### src/rtl/hdmiin_fbuf_sched.sv
// ---------------------------------------------------------------------------
// hdmiin_fbuf_sched
// Triple-buffer scheduler between the HDMI-input copy engine (writer) and the
// video output scan engine (reader). Three frame-buffer slots are rotated so
// that the writer never overwrites the frame on screen and the reader only
// ever picks up complete frames.
//
// Ports:
//   i_clk          bus clock
//   i_reset_n      asynchronous active-low reset
//   i_en           scheduler enable; rising edge starts configuration
//   i_base_addr    word address of slot 0
//   i_frame_words  words per frame (slot k base = base + k*frame_words)
//   i_wr_sof       writer start-of-frame pulse
//   i_wr_eof       writer end-of-frame pulse
//   i_rd_sof       reader start-of-frame pulse
//   o_ready        configuration complete, scheduler running
//   o_wr_en        writer may store pixels into o_wr_addr
//   o_wr_addr      base of writer slot
//   o_rd_valid     a complete frame has been delivered to the reader
//   o_rd_addr      base of reader slot
//   o_frames       completed frames (saturating)
//   o_drops        complete frames overwritten before being read (saturating)
// ---------------------------------------------------------------------------
module hdmiin_fbuf_sched #(
    parameter int AW = 30,
    parameter int CW = 16
) (
    input  logic          i_clk,
    input  logic          i_reset_n,
    input  logic          i_en,
    input  logic [AW-1:0] i_base_addr,
    input  logic [AW-1:0] i_frame_words,
    input  logic          i_wr_sof,
    input  logic          i_wr_eof,
    input  logic          i_rd_sof,
    output logic          o_ready,
    output logic          o_wr_en,
    output logic [AW-1:0] o_wr_addr,
    output logic          o_rd_valid,
    output logic [AW-1:0] o_rd_addr,
    output logic [CW-1:0] o_frames,
    output logic [CW-1:0] o_drops
);

    typedef enum logic [1:0] {
        ST_IDLE = 2'd0,
        ST_CFG0 = 2'd1,
        ST_CFG1 = 2'd2,
        ST_RUN  = 2'd3
    } state_t;

    localparam logic [CW-1:0] CNT_ONE = {{(CW-1){1'b0}}, 1'b1};
    localparam logic [CW-1:0] CNT_MAX = {CW{1'b1}};

    state_t        state_r, state_nxt_s;
    logic [AW-1:0] addr0_r, addr1_r, addr2_r;
    logic [AW-1:0] addr0_nxt_s, addr1_nxt_s, addr2_nxt_s;
    logic [1:0]    w_r, r_r, f_r;
    logic [1:0]    w_nxt_s, r_nxt_s, f_nxt_s;
    logic          fresh_r, fresh_nxt_s;
    logic          wr_en_r, wr_en_nxt_s;
    logic          rd_valid_r, rd_valid_nxt_s;
    logic          ready_r;
    logic [AW-1:0] wr_addr_r, rd_addr_r;
    logic [CW-1:0] frames_r, frames_nxt_s;
    logic [CW-1:0] drops_r, drops_nxt_s;
    logic [1:0]    tmp_idx_s;

    // Slot index to base address; an illegal index selects address zero.
    function automatic logic [AW-1:0] slot_addr(input logic [1:0]    idx,
                                                input logic [AW-1:0] a0,
                                                input logic [AW-1:0] a1,
                                                input logic [AW-1:0] a2);
        logic [AW-1:0] res;
        case (idx)
            2'd0:    res = a0;
            2'd1:    res = a1;
            2'd2:    res = a2;
            default: res = {AW{1'b0}};
        endcase
        return res;
    endfunction

    // Saturating increment for the frame/drop counters.
    function automatic logic [CW-1:0] sat_inc(input logic [CW-1:0] v);
        logic [CW-1:0] res;
        if (v == CNT_MAX) begin
            res = v;
        end else begin
            res = v + CNT_ONE;
        end
        return res;
    endfunction

    // Next-state logic; dropping i_en always returns to IDLE.
    always_comb begin
        state_nxt_s = state_r;
        if (!i_en) begin
            state_nxt_s = ST_IDLE;
        end else begin
            case (state_r)
                ST_IDLE: state_nxt_s = ST_CFG0;
                ST_CFG0: state_nxt_s = ST_CFG1;
                ST_CFG1: state_nxt_s = ST_RUN;
                ST_RUN:  state_nxt_s = ST_RUN;
                default: state_nxt_s = ST_IDLE;
            endcase
        end
    end

    // Datapath: address configuration and slot rotation on frame events.
    always_comb begin
        addr0_nxt_s    = addr0_r;
        addr1_nxt_s    = addr1_r;
        addr2_nxt_s    = addr2_r;
        w_nxt_s        = w_r;
        r_nxt_s        = r_r;
        f_nxt_s        = f_r;
        fresh_nxt_s    = fresh_r;
        wr_en_nxt_s    = wr_en_r;
        rd_valid_nxt_s = rd_valid_r;
        frames_nxt_s   = frames_r;
        drops_nxt_s    = drops_r;
        tmp_idx_s      = 2'd0;
        if (!i_en) begin
            addr0_nxt_s    = {AW{1'b0}};
            addr1_nxt_s    = {AW{1'b0}};
            addr2_nxt_s    = {AW{1'b0}};
            w_nxt_s        = 2'd0;
            r_nxt_s        = 2'd1;
            f_nxt_s        = 2'd2;
            fresh_nxt_s    = 1'b0;
            wr_en_nxt_s    = 1'b0;
            rd_valid_nxt_s = 1'b0;
            frames_nxt_s   = {CW{1'b0}};
            drops_nxt_s    = {CW{1'b0}};
        end else begin
            case (state_r)
                ST_IDLE: begin
                    fresh_nxt_s = fresh_r;
                end
                ST_CFG0: begin
                    addr0_nxt_s = i_base_addr;
                    addr1_nxt_s = i_base_addr + i_frame_words;
                end
                ST_CFG1: begin
                    addr2_nxt_s = addr1_r + i_frame_words;
                end
                ST_RUN: begin
                    // Writer completion is applied first so a same-cycle
                    // reader SOF picks up the frame that just finished.
                    if (i_wr_eof && wr_en_r) begin
                        tmp_idx_s    = w_nxt_s;
                        w_nxt_s      = f_nxt_s;
                        f_nxt_s      = tmp_idx_s;
                        fresh_nxt_s  = 1'b1;
                        wr_en_nxt_s  = 1'b0;
                        frames_nxt_s = sat_inc(frames_r);
                        if (fresh_r) begin
                            drops_nxt_s = sat_inc(drops_r);
                        end else begin
                            drops_nxt_s = drops_r;
                        end
                    end else begin
                        tmp_idx_s = 2'd0;
                    end
                    if (i_rd_sof && fresh_nxt_s) begin
                        tmp_idx_s      = r_nxt_s;
                        r_nxt_s        = f_nxt_s;
                        f_nxt_s        = tmp_idx_s;
                        fresh_nxt_s    = 1'b0;
                        rd_valid_nxt_s = 1'b1;
                    end else begin
                        rd_valid_nxt_s = rd_valid_r;
                    end
                    // A repeated SOF abandons the frame in place.
                    if (i_wr_sof) begin
                        wr_en_nxt_s = 1'b1;
                    end else begin
                        wr_en_nxt_s = wr_en_nxt_s;
                    end
                end
                default: begin
                    fresh_nxt_s = fresh_r;
                end
            endcase
        end
    end

    // State, slot bookkeeping and registered outputs.
    always_ff @(posedge i_clk or negedge i_reset_n) begin
        if (!i_reset_n) begin
            state_r    <= ST_IDLE;
            addr0_r    <= {AW{1'b0}};
            addr1_r    <= {AW{1'b0}};
            addr2_r    <= {AW{1'b0}};
            w_r        <= 2'd0;
            r_r        <= 2'd1;
            f_r        <= 2'd2;
            fresh_r    <= 1'b0;
            wr_en_r    <= 1'b0;
            rd_valid_r <= 1'b0;
            ready_r    <= 1'b0;
            wr_addr_r  <= {AW{1'b0}};
            rd_addr_r  <= {AW{1'b0}};
            frames_r   <= {CW{1'b0}};
            drops_r    <= {CW{1'b0}};
        end else begin
            state_r    <= state_nxt_s;
            addr0_r    <= addr0_nxt_s;
            addr1_r    <= addr1_nxt_s;
            addr2_r    <= addr2_nxt_s;
            w_r        <= w_nxt_s;
            r_r        <= r_nxt_s;
            f_r        <= f_nxt_s;
            fresh_r    <= fresh_nxt_s;
            wr_en_r    <= wr_en_nxt_s;
            rd_valid_r <= rd_valid_nxt_s;
            ready_r    <= (state_nxt_s == ST_RUN);
            wr_addr_r  <= slot_addr(w_nxt_s, addr0_nxt_s, addr1_nxt_s, addr2_nxt_s);
            rd_addr_r  <= slot_addr(r_nxt_s, addr0_nxt_s, addr1_nxt_s, addr2_nxt_s);
            frames_r   <= frames_nxt_s;
            drops_r    <= drops_nxt_s;
        end
    end

    assign o_ready    = ready_r;
    assign o_wr_en    = wr_en_r;
    assign o_wr_addr  = wr_addr_r;
    assign o_rd_valid = rd_valid_r;
    assign o_rd_addr  = rd_addr_r;
    assign o_frames   = frames_r;
    assign o_drops    = drops_r;

endmodule

### config.mk
export PLATFORM = sky130hd
export DESIGN_NAME = hdmiin_fbuf_sched
export DESIGN_NICKNAME = d
export VERILOG_FILES = /design/src/rtl/hdmiin_fbuf_sched.sv
export SDC_FILE = /design/constraint.sdc
export NUM_CORES = 1
export LEC_CHECK = 0
export CAP_MARGIN = 20
export CORE_MARGIN = 2
export CORE_UTILIZATION = 56
export CTS_CLUSTER_SIZE = 28
export DETAILED_ROUTE_END_ITERATION = 12
export PLACE_DENSITY = 0.79
export SLEW_MARGIN = 0
export SYNTH_ARGS = -nofsm -noshare
export SYNTH_HDL_FRONTEND = slang
export SYNTH_SLANG_ARGS = --single-unit
### constraint.sdc
create_clock -name i_clk -period 4 [get_ports i_clk]
set_clock_uncertainty 0.2 [all_clocks]
set_input_delay 0.8 -clock i_clk [delete_from_list [all_inputs] [get_ports i_clk]]
set_output_delay 0.8 -clock i_clk [all_outputs]
set_load 0.01 [all_outputs]
Word-level counts from Yosys, hierarchy flattened
Cells that the tools add are included.
W data, S select, Z words.
{"block": "op_classes", "mux": 42, "reduce_logical": 10, "addsub": 4, "eq_ne": 17}
{"cell": "$mux W30", "count": 6}
{"cell": "$pmux W30 S3", "count": 2}
{"cell": "$mux W16", "count": 9}
{"cell": "$add A30 B30 Y30", "count": 2}
{"cell": "$add A16 B1 Y16 const B", "count": 2}
{"cell": "$eq A16 B16 Y1 const B", "count": 2}
{"cell": "$mux W2", "count": 11}
{"cell": "$mux W1", "count": 13}
{"cell": "$eq A2 B2 Y1 const B", "count": 5}
{"cell": "$ne A2 B1 Y1 const B", "count": 4}
{"cell": "$eq A2 B1 Y1 const B", "count": 3}
{"cell": "$logic_not A2 Y1", "count": 3}
{"cell": "$pmux W2 S3", "count": 1}
{"cell": "$ne A2 B2 Y1 const B", "count": 2}
{"cell": "$reduce_and A2 Y1", "count": 2}
{"cell": "$reduce_and A4 Y1", "count": 1}
{"cell": "$ne A3 B1 Y1 const B", "count": 1}
{"cell": "$reduce_and A3 Y1", "count": 1}
{"cell": "$logic_and A1 B1 Y1", "count": 2}
{"cell": "$reduce_or A2 Y1", "count": 1}
{"block": "word_totals", "reg_bits": 194}

Logic depth before layout (Yosys ltp)
{"block": "logic_depth", "depth_word": 10, "depth_mapped": 12, "mapped_depth_nobuf": 11}

Least setup slack after synthesis
Ideal clock, no wire load.
{"block": "synth_timing", "path_kind": "input -> register", "from": "input port i_base_addr[0]", "to": "register rd_addr_r[24] (netlist: o_rd_addr[24])", "cell_stages": 11, "slack_ns": 0.605, "arrival_time_ns": 3.074, "path_cell_list": "ha_1 > fa_1 > a21o_1 > a22o_1 > o211ai_1 > nand2_1 > a41oi_1 > o21ai_0 > xnor2_1 > o21ai_0 > a41o_1"}
{"block": "synth_between", "elab_chain_cells": 4}
{"element": "from (decl)", "line": "32", "rtl": "input logic [AW-1:0] i_base_addr,"}
{"element": "$add A30 B30 Y30", "line": "145", "rtl": "addr1_nxt_s = i_base_addr + i_frame_words;"}
{"element": "$mux W30", "line": "139", "rtl": "case (state_r)"}
{"element": "$mux W30", "line": "126", "rtl": "if (!i_en) begin"}
{"element": "$pmux W30 S3", "line": "76", "rtl": "case (idx)"}
{"element": "to (signal assigned)", "line": "206", "rtl": "rd_addr_r <= {AW{1'b0}};"}
{"element": "to (signal assigned)", "line": "222", "rtl": "rd_addr_r <= slot_addr(r_nxt_s, addr0_nxt_s, addr1_nxt_s, addr2_nxt_s);"}
{"element": "to (decl)", "line": "65", "rtl": "logic [AW-1:0] wr_addr_r, rd_addr_r;"}
Every way passes these cells.
A chain may end at the register's enable or synchronous reset.

Worst setup path in the final report
{"block": "layout_timing", "from": "input port i_frame_words[1]", "to": "register rd_addr_r[29] (netlist: o_rd_addr[29])"}
{"block": "layout_between", "elab_chain_cells": 4}
{"element": "from (decl)", "line": "33", "rtl": "input logic [AW-1:0] i_frame_words,"}
{"element": "$add A30 B30 Y30 (on tied branches)", "line": "148, 145"}
{"element": "$mux W30", "line": "139"}
{"element": "$mux W30", "line": "126"}
{"element": "$pmux W30 S3 *", "line": "76"}
Mark *: on every way between the ends. The rest lies on a longest branch, timed or not.

==> impl_results.md <==
- Outcome: finished clean
- Max Freq: 262 MHz
- Post-synthesis sequential area ratio: 41.7%
- CP Launch Type: input pin
- Post-Syn Instances: 1328
- Vias: 11153
- DRT iter0 DRCs: 945
- Port Buffers: 160
- RSZ-0062 raised after global routing: false
- Layout cells sized above 1: about an eighth
- First drt pass iteration count: 5
- Post-route cell area: around 15000 sq um
- First-pass GRT wire length: 58700 um
- Initial Utilization: 57.3%
- Worst R2R Setup Slack: between 0.7 and 0.8 ns
- Met2 routed WL: 17900 um
- Routed WL per cell: around 20 um
- Die height: 148 um
- H-tree levels: 4
- Post-Route WL: 36800 um
- I/O pin count: 161
- Die area: 21900 sq um
- MaxCap Viol Count: 0
- Synth area leaders: dfrtp_1 41%, nand2_1 6.8%, ha_1 6.5%
- Width of the chip: roughly 150 um
- Total gr overflow: 0
- Post-Route M1 WL: roughly 15000 um
- Ys Warns: 0
- Final setup viols: 0
- Antenna violations before repair: 0
- Pwr per Cell Area: ~360 nW/um^2
- Number of synthesized register bits: 194
- Static Leakage: 7.01 nW
- N_diodes: 0
- Core Area: 20300 sq um
- Number of global-route vias before repair: 11108
- Ys async rst share: 100%
- Final Cycle Share: 95.6%
- Number of flops mapped to enable cells by yosys: 0
- Data arrival time of the worst path: between 3 and 4 ns
- DR WL met3: 1940 um
- Vias/cell: around 6.1
- Crit end category: flip-flop
- All-Layer GR Usage: 34.1%
- Final-stage net count: 1684
- Overall Power: roughly 5.3 mW
- Primary FF master, synth: dfrtp_1
- Worst slack, placed: -0.222 ns
- Setup Crit Path Kind: in2reg
- TritonCTS clock tree: done
- Gpl congestion: about 0.90
- Mapped Nets: roughly 1500
- Area post-placement: 14200 sq um
- Clk_lat worst skew: 0.45 ns
- Worst-path fanout max: 4
- Postcts setup bufs: 0
- Clk sink count: 194
- Yosys cell types: 81
- Mapped Area: 11600 sq um
- Slew Viols, Final: 0
- DP HPWL: 27200 um
- Remaining antenna violation count: 0
- Measured slew at the worst slew-check pin: 0.974 ns
- Fin crit period: 3.82 ns
- Area delta synth->final: 27.8%
- Min-delay worst type: in2async
- Pin count of the biggest net entering global routing: 101
- Maximum vdd ir drop: between 300 and 400 uV
- Share of the synthesized area in the top cell type: 41.3%
- Fin. Hold Viols: 0
- Syn_area_per_cell: 8.76 sq um
- CTS root buf: clkbuf_16
- Slew margin rel.: 35.1%
- Clk slew on worst S/H paths: 0.08 ns
- Worst Path Required: 4.11 ns
- CTS Buf Count: 17
- Post-route setup slack: 0.177 ns
- CTS max path bufs: 2
- Row count: 52
- DRC errors left: 0
- Synth area leader: dfrtp_1
- Max layer used: met4
cells by family after synthesis:
logic type	Yosys count	share of synthesized area, %
AOI/OAI and AO/OA	376	21.1
xor gates and xnor gates	53	3.99
adders and majority gates	62	6.79
buffers and inverters	117	3.86
DFF	194	41.7
muxes	34	2.99
and+or+nand+nor	492	19.6
metrics by stage:
step / setup TNS (ns) / util [%] / std cells / hold slack, ns
6_report: 0 / 73.3 / 1839 / 0.227
5_1_grt: 0 / 73.3 / 1839 / 0.301
4_1_cts: 0 / 73.3 / 1839 / 0.277
3_5_place_dp: -2.66 / 70.1 / 1807 / 0.302
3_3_place_gp: -1.52 / 70.1 / 1806 / 0.287
2_1_floorplan: 0 / - / 1328 / 0.283
layout make-up:
class | count | area [sq um]
repair buffers | 272 | 2480
multi-input cells | 1017 | 6350
well taps | 270 | 338
inverters | 54 | 203
clock inverters | 15 | 220
flip-flops and latches | 194 | 4860
clock buffers | 17 | 425
fillers | 1592 | 5420
power breakdown:
| part | internal, mW | switching, mW |
|---|---|---|
| clock network | 0.928 | 0.914 |
| logic | 0.582 | 0.747 |
| registers | 2.08 | 0.0531 |
| total | 3.59 | 1.71 |
synthesized netlist by cell type (all sizes together) (15+ instances only):
| cell | n |
|---|---|
| mux2i | 28 |
| nand2 | 211 |
| a21oi | 109 |
| buf | 15 |
| xnor2 | 30 |
| ha | 60 |
| nor2 | 101 |
| xor2 | 23 |
| and2 | 17 |
| o22ai | 33 |
| nor3 | 22 |
| dfrtp | 192 |
| or3 | 18 |
| nand3 | 44 |
| o21ai | 68 |
| and3 | 20 |
| nand4 | 15 |
| clkbuf | 48 |
| a21o | 34 |
| inv | 53 |
worst paths after layout:
path | startpoint | end | depth (start not counted)
min in group i_clk | o_rd_valid | o_rd_valid | 2
max in group asynchronous | i_reset_n | addr0_r[21] | 2
worst min-delay path | i_reset_n | addr1_r[25] | 1
worst max-delay path | i_frame_words[1] | o_rd_addr[29] | 12
worst min register to register | o_rd_valid | o_rd_valid | 2
worst max register to register | addr1_r[0] | o_rd_addr[29] | 11
repair_timing:
| action | 4_1_cts | 5_1_grt |
|---|---|---|
| hold buffers | 0 | 0 |
| setup endpoints to repair | 0 | 1 |
| resized for setup | 0 | 1 |
cells in the final DEF, fill, tap and decap left out, drive strengths merged, types with 14 or more instances in the layout:
cell type      netlist  routed
xor2                23      23
clkdlybuf4s50        0     159
a21oi              109     109
nor2               101     101
o22ai               33      33
dfrtp              192     192
mux2i               28      28
nand4               15      15
o21ai               68      68
nand2              211     211
clkbuf              48      18
or3                 18      18
o211ai              14      14
nor3                22      22
inv                 53      63
nand3               44      44
and2                17      17
a21o                34      34
ha                  60      60
and3                20      20
buf                 15     112
xnor2               30      30
a31oi               14      14
critical path: stages:
cell	delay (ns)
clkdlybuf4s50_1	0.47
buf_4	0.18
ha_1	0.28
a21o_1	0.17
and4_4	0.19
o2111ai_1	0.31
a21boi_2	0.14
o2111ai_2	0.30
a21oi_1	0.14
or4b_1	0.57
a41oi_1	0.27
o22ai_1	0.11
registers in the layout, summed over array words and instances, names as in the netlist:
| signal | count |
|---|---|
| addr1_r | 30 |
| r_r | 2 |
| addr0_r | 30 |
| state_r | 2 |
| f_r | 2 |
| o_drops | 16 |
| o_frames | 16 |
| o_wr_addr | 30 |
| addr2_r | 30 |
| fresh_r | 1 |
| o_wr_en | 1 |
| o_ready | 1 |
| w_r | 2 |
| o_rd_valid | 1 |
| o_rd_addr | 30 |
per-layer routing:
layer	vias up	global-route usage, %
met5	-	0
met4	0	19.9
met3	125	4.29
met2	466	57.7
met1	5361	42.2
li1	5201	-
Power figures use the tool's default switching activity.
